==> src/rtl/shift_inverse_seq.sv <==
// shift_inverse_seq: recovers operand A from a shifter result Y, op code F and shift amount.
// Define SHIFT_INV_FAST_EN to replace the one-bit-per-clock SHIFT state with a single-cycle barrel inverse.
module shift_inverse_seq #(
  parameter int WIDTH = 4,
  parameter int AMT_W = 2
) (
  input  logic             clk,
  input  logic             rst_n,
  input  logic             in_valid,
  output logic             in_ready,
  input  logic [WIDTH-1:0] y_in,
  input  logic [2:0]       f_in,
  input  logic [AMT_W-1:0] amt_in,
  output logic             out_valid,
  input  logic             out_ready,
  output logic [WIDTH-1:0] a_out,
  output logic             exact_out,
  output logic             err_out
);

  typedef enum logic [1:0] {MODE_SHR, MODE_SHL, MODE_ROR, MODE_ROL} mode_e;
`ifdef SHIFT_INV_FAST_EN
  typedef enum logic [1:0] {IDLE, DONE} state_e;
`else
  typedef enum logic [1:0] {IDLE, SHIFT, DONE} state_e;
`endif

  localparam logic [WIDTH-1:0] ONES = '1;

  state_e           state_q;
  logic             inReady_q;
  logic             outValid_q;
  logic [WIDTH-1:0] work_q;
  logic             exact_q;
  logic             err_q;
`ifndef SHIFT_INV_FAST_EN
  mode_e            mode_q;
  logic [AMT_W-1:0] cnt_q;
`endif

  mode_e            mode_d;
  logic [AMT_W-1:0] n_d;
  logic [WIDTH-1:0] seed_d;
  logic             exact_d;
  logic             err_d;
  logic [WIDTH-1:0] lowMask;
  logic [WIDTH-1:0] topMask;
  logic [WIDTH-1:0] signMask;
  logic [AMT_W:0]   amtPlus1;

  // Rotates go through a doubled word so every amount, including zero, wraps cleanly.
  function automatic logic [WIDTH-1:0] shiftBy(input logic [WIDTH-1:0] v, input mode_e m,
                                                input logic [AMT_W-1:0] k);
    logic [2*WIDTH-1:0] dbl;
    dbl = {v, v};
    case (m)
      MODE_SHR: return v >> k;
      MODE_SHL: return v << k;
      MODE_ROR: begin
        dbl = dbl >> k;
        return dbl[WIDTH-1:0];
      end
      default: begin
        dbl = dbl << k;
        return dbl[2*WIDTH-1:WIDTH];
      end
    endcase
  endfunction

  always_comb begin
    amtPlus1 = (AMT_W+1)'(amt_in) + (AMT_W+1)'(1);
    lowMask  = ~(ONES << amt_in);
    topMask  = ~(ONES >> amt_in);
    signMask = ~(ONES >> amtPlus1);
    mode_d   = MODE_SHR;
    n_d      = amt_in;
    seed_d   = y_in;
    exact_d  = 1'b0;
    err_d    = 1'b0;
    case (f_in)
      3'b000: begin
        n_d     = '0;
        exact_d = 1'b1;
      end
      3'b001: begin
        mode_d  = MODE_SHR;
        exact_d = (amt_in == '0);
        err_d   = |(y_in & lowMask);
      end
      3'b010: begin
        mode_d  = MODE_SHL;
        exact_d = (amt_in == '0);
        err_d   = |(y_in & topMask);
      end
      3'b011: begin
        mode_d  = MODE_SHL;
        exact_d = (amt_in == '0);
        err_d   = ((y_in & signMask) != '0) && ((y_in & signMask) != signMask);
      end
      3'b100: begin
        mode_d  = MODE_ROR;
        exact_d = 1'b1;
      end
      3'b101: begin
        mode_d  = MODE_ROL;
        exact_d = 1'b1;
      end
      3'b110: begin
        mode_d = MODE_SHR;
        n_d    = AMT_W'(1);
        err_d  = y_in[0];
      end
      default: begin
        n_d    = '0;
        seed_d = '0;
        err_d  = |y_in;
      end
    endcase
    if (err_d) exact_d = 1'b0;
  end

  always_ff @(posedge clk or negedge rst_n) begin
    if (!rst_n) begin
      state_q    <= IDLE;
      inReady_q  <= 1'b0;
      outValid_q <= 1'b0;
      work_q     <= '0;
      exact_q    <= 1'b0;
      err_q      <= 1'b0;
`ifndef SHIFT_INV_FAST_EN
      mode_q     <= MODE_SHR;
      cnt_q      <= '0;
`endif
    end else begin
      case (state_q)
        IDLE: begin
          // in_ready comes up one edge after reset release before any request is taken
          if (!inReady_q) begin
            inReady_q <= 1'b1;
          end else if (in_valid) begin
            inReady_q <= 1'b0;
            exact_q   <= exact_d;
            err_q     <= err_d;
`ifdef SHIFT_INV_FAST_EN
            work_q     <= shiftBy(seed_d, mode_d, n_d);
            outValid_q <= 1'b1;
            state_q    <= DONE;
`else
            work_q <= seed_d;
            mode_q <= mode_d;
            cnt_q  <= n_d;
            if (n_d == '0) begin
              outValid_q <= 1'b1;
              state_q    <= DONE;
            end else begin
              state_q <= SHIFT;
            end
`endif
          end
        end
`ifndef SHIFT_INV_FAST_EN
        SHIFT: begin
          work_q <= shiftBy(work_q, mode_q, AMT_W'(1));
          cnt_q  <= cnt_q - AMT_W'(1);
          if (cnt_q == AMT_W'(1)) begin
            outValid_q <= 1'b1;
            state_q    <= DONE;
          end
        end
`endif
        DONE: begin
          if (out_ready) begin
            outValid_q <= 1'b0;
            inReady_q  <= 1'b1;
            state_q    <= IDLE;
          end
        end
        default: state_q <= IDLE;
      endcase
    end
  end

  assign in_ready  = inReady_q;
  assign out_valid = outValid_q;
  assign a_out     = work_q;
  assign exact_out = exact_q;
  assign err_out   = err_q;

endmodule

==> config.mk <==
export PLATFORM = sky130hd
export DESIGN_NAME = shift_inverse_seq
export DESIGN_NICKNAME = d
export VERILOG_FILES = /design/src/rtl/shift_inverse_seq.sv
export SDC_FILE = /design/constraint.sdc
export NUM_CORES = 1
export LEC_CHECK = 0
export CORE_UTILIZATION = 54
export DETAILED_ROUTE_END_ITERATION = 7
export PLACE_DENSITY = 0.95
export RECOVER_POWER = 25
export SETUP_SLACK_MARGIN = 0.5
export SLEW_MARGIN = 20
export SYNTH_ARGS = -nofsm -noshare
export SYNTH_HDL_FRONTEND = slang
export SYNTH_SLANG_ARGS = --single-unit
==> constraint.sdc <==
create_clock -name clk -period 3.06 [get_ports clk]
set_input_delay 0.612 -clock clk [delete_from_list [all_inputs] [get_ports clk]]
set_output_delay 0.612 -clock clk [all_outputs]
set_load 0.005 [all_outputs]
==> impl_metrics.tcl <==
set metrics [dict create \
    status "complete, no violations" \
    finalCriticalPeriod_ps 2240 \
    cts_tree "built" \
    port_buffers 20 \
    grt_pass1_vias 812 \
    crit_arrival_ps 2400 \
    synth_top_family_by_area "compound AO/OA/AOI/OAI gates" \
    num_io_pins 21 \
    setup_viol 0 \
    yosys.area_share.xor_xnor_pct 0 \
    antenna_found_initial 0 \
    fin_skew_ps 8.83 \
    drc 0 \
    htreeDepth 1 \
    share_seq_of_total_power_pct 37.0 \
    synth_area_um2 1010 \
    yosysUniqueCellTypes 37 \
    cts_resized 0 \
    sw_frac_of_total_pct 38.4 \
    via_per_inst 5.94 \
    total_power_uw 959 \
    comb_power_share_pct 49.0 \
    holdWs_ps 503 \
    die_w_um 45.2 \
    grtUsageTotal_pct 23.4 \
    antenna_cells 0 \
    start_util_pct 57.7 \
    power_density_nw_per_um2 785 \
    final_antenna_net_count 0 \
    syn_to_final_growth_pct 21.2 \
    firstDrtPassIters 4 \
    switching_power_uw 369 \
    intPower_uw 590 \
    ir_drop_mv 0.443 \
    leakagePower_nw 0.492 \
    worstSetupEndpointType "register" \
    syn_avg_cell_area_um2 8.32 \
    ys_warn_count 0 \
    synth_seq_area_share_pct 34.8 \
    clkPwrFrac_pct 14.0 \
    drt_iter0_markers 42 \
    min_path_type "reg2reg" \
    final_util_pct 70.0 \
    clk_pin_slew_ps 80 \
    start_kind "input pin" \
    slew_viol_final 0 \
    ctsHoldBuffers 0 \
    ys_ff_latch 14 \
    slew_headroom_pct 50.1 \
    fmax_mhz 446 \
    cts_setup_buffers 0 \
    fin_area_um2 1220 \
    syn-instance-count 121 \
    overflow 0 \
    slowest_stage "clkdlybuf4s50_1" \
    synth_fa_ha_area_share_pct 4.97 \
    fin_setup_tns_ps 0 \
    setup_slack_ps 817 \
    crit_fanout 12 \
    cp.required_ps 3220 \
    cts_buffers 3 \
    fp-row-count 15 \
    syn_nets 138 \
    final_cells 163 \
    synth_compound_area_share_pct 29.8 \
    slowest_delay_ps 720 \
    vias 968 \
    layout-drive-gt1-share_pct 8.70 \
    insertion_delay_ps 280 \
    tightest_slew_ps 743 \
    place_congestion 0.916 \
    finalCritPeriodShare_pct 73.3 \
    dieArea_um2 2040 \
    drt_wl_total_um 2200 \
    grt_pass1_wl_um 3430 \
    fp.coreArea_um2 1750 \
    reg2reg_slack_ps 1090 \
    critPathKind "in2reg" \
    grt_max_degree 15 \
    wl_per_cell_um 13.5 \
    synthMuxAreaShare_pct 5.34 \
    nets 156 \
    placedCellCount 159 \
    clockRootBuffer "clkbuf_4" \
    clock-sinks 14 \
    yosys.area_share.simple_pct 16.4 \
    maxCapViolCount 0 \
    crit_chain "clkdlybuf4s50_1 -> nand3_1 -> o221ai_2 -> nand2b_1 -> a21oi_1 -> mux2_1" \
    dp_hpwl_um 1650 \
    pre_cts_slack_ps 579 \
    die_h_um 45.2 \
    finalHoldViolCount 0 \
    rsz0062_at_grt "no" \
    clk_path_buf_depth 2 \
    postPlaceCellArea_um2 1180 \
]
## layout by cell type, fill, tap and decap left out, types with 2 or more instances in the layout
cell / netlist / routed
clkdlybuf4s50_1: 0 / 19
a31oi_1: 4 / 4
inv_1: 9 / 9
nor2_1: 15 / 15
nand2b_1: 3 / 3
clkbuf_4: 0 / 3
dfrtp_1: 14 / 14
a21oi_1: 16 / 16
o21ai_0: 9 / 9
o21ai_1: 3 / 3
mux2i_1: 2 / 2
nand3_1: 3 / 3
nand2_1: 9 / 9
ha_1: 4 / 4
o22a_2: 2 / 2
mux2_2: 2 / 2
## final cells by class
class,instances,area (um^2)
multi-input cells,91,569
fillers,136,524
flip-flops and latches,14,350
repair buffers,20,200
clock buffers,4,36.3
inverters,9,33.8
well taps,25,31.3
## sequential cells by signal, indices dropped and copies added, names as in the netlist
signal,count
cnt_q,2
mode_q,2
a_out,4
state_q,2
exact_out,1
out_valid,1
in_ready,1
err_out,1
## cells in the mapped netlist
master / count / share of area [%]
o221ai_2: 1 / 1.5
dfrtp_1: 14 / 35
ha_1: 4 / 5.0
o31ai_1: 1 / 0.75
a22o_1: 1 / 0.87
mux2_1: 1 / 1.1
o221ai_1: 1 / 0.87
buf_4: 1 / 0.75
a2111oi_1: 1 / 0.99
a221oi_2: 1 / 1.5
buf_6: 3 / 3.4
or4_1: 1 / 0.75
o22ai_1: 1 / 0.62
buf_2: 1 / 0.50
a311oi_1: 1 / 0.87
nor2_1: 15 / 5.6
a21o_1: 1 / 0.75
a221o_2: 1 / 1.1
nand2b_1: 3 / 1.9
a31oi_1: 4 / 2.5
nor2b_1: 1 / 0.62
o21ai_1: 3 / 1.5
o211ai_1: 1 / 0.75
nand2_1: 9 / 3.4
nand3_1: 3 / 1.5
nand3b_1: 1 / 0.75
o22a_2: 2 / 2.0
a21oi_1: 16 / 8.0
nor3_1: 1 / 0.50
mux2i_1: 2 / 2.0
nand4_1: 1 / 0.62
clkbuf_1: 2 / 0.75
inv_1: 9 / 3.4
o21ai_0: 9 / 4.5
a2111oi_0: 1 / 0.87
or2_4: 1 / 0.87
mux2_2: 2 / 2.2
## logic make-up after synthesis
logic type | Yosys count
compound gates | 46
simple gates | 36
buf+inv | 16
flops | 14
mux | 5
fa+ha+maj | 4
## routing by layer
| layer | track usage (%) | part of all wire (%) | vias to the layer above |
|---|---|---|---|
| met5 | 0 | 0 | - |
| met4 | 7.88 | 0.18 | 0 |
| met3 | 4.00 | 6.7 | 2 |
| met2 | 40.9 | 50 | 38 |
| met1 | 29.0 | 43 | 455 |
| li1 | - | - | 473 |
## critical path, delay by kind of cell
family	cells	cell delay, ps
buf+inv	1	720
simple gates	2	400
mux	1	330
compound gates	2	330
## worst paths after layout
kind                            startpoint        end  cells after the start
max in group asynchronous            rst_n   cnt_q[0]                      1
worst min register to register   out_valid  out_valid                      1
worst max-delay path               f_in[2]  out_valid                      6
worst min-delay path             out_valid  out_valid                      1
min in group asynchronous            rst_n  mode_q[1]                      1
worst max register to register  state_q[0]  out_valid                      6
## power by group through the flow
stage	Combinational (mW)	Sequential (mW)	Clock (mW)
floorplan	0.310	0.339	0
global placement	0.454	0.352	0
detailed placement	0.466	0.359	0
CTS	0.469	0.355	0.135
global route	0.532	0.366	0.140
finish	0.470	0.355	0.134
Power figures use the tool's default switching activity.
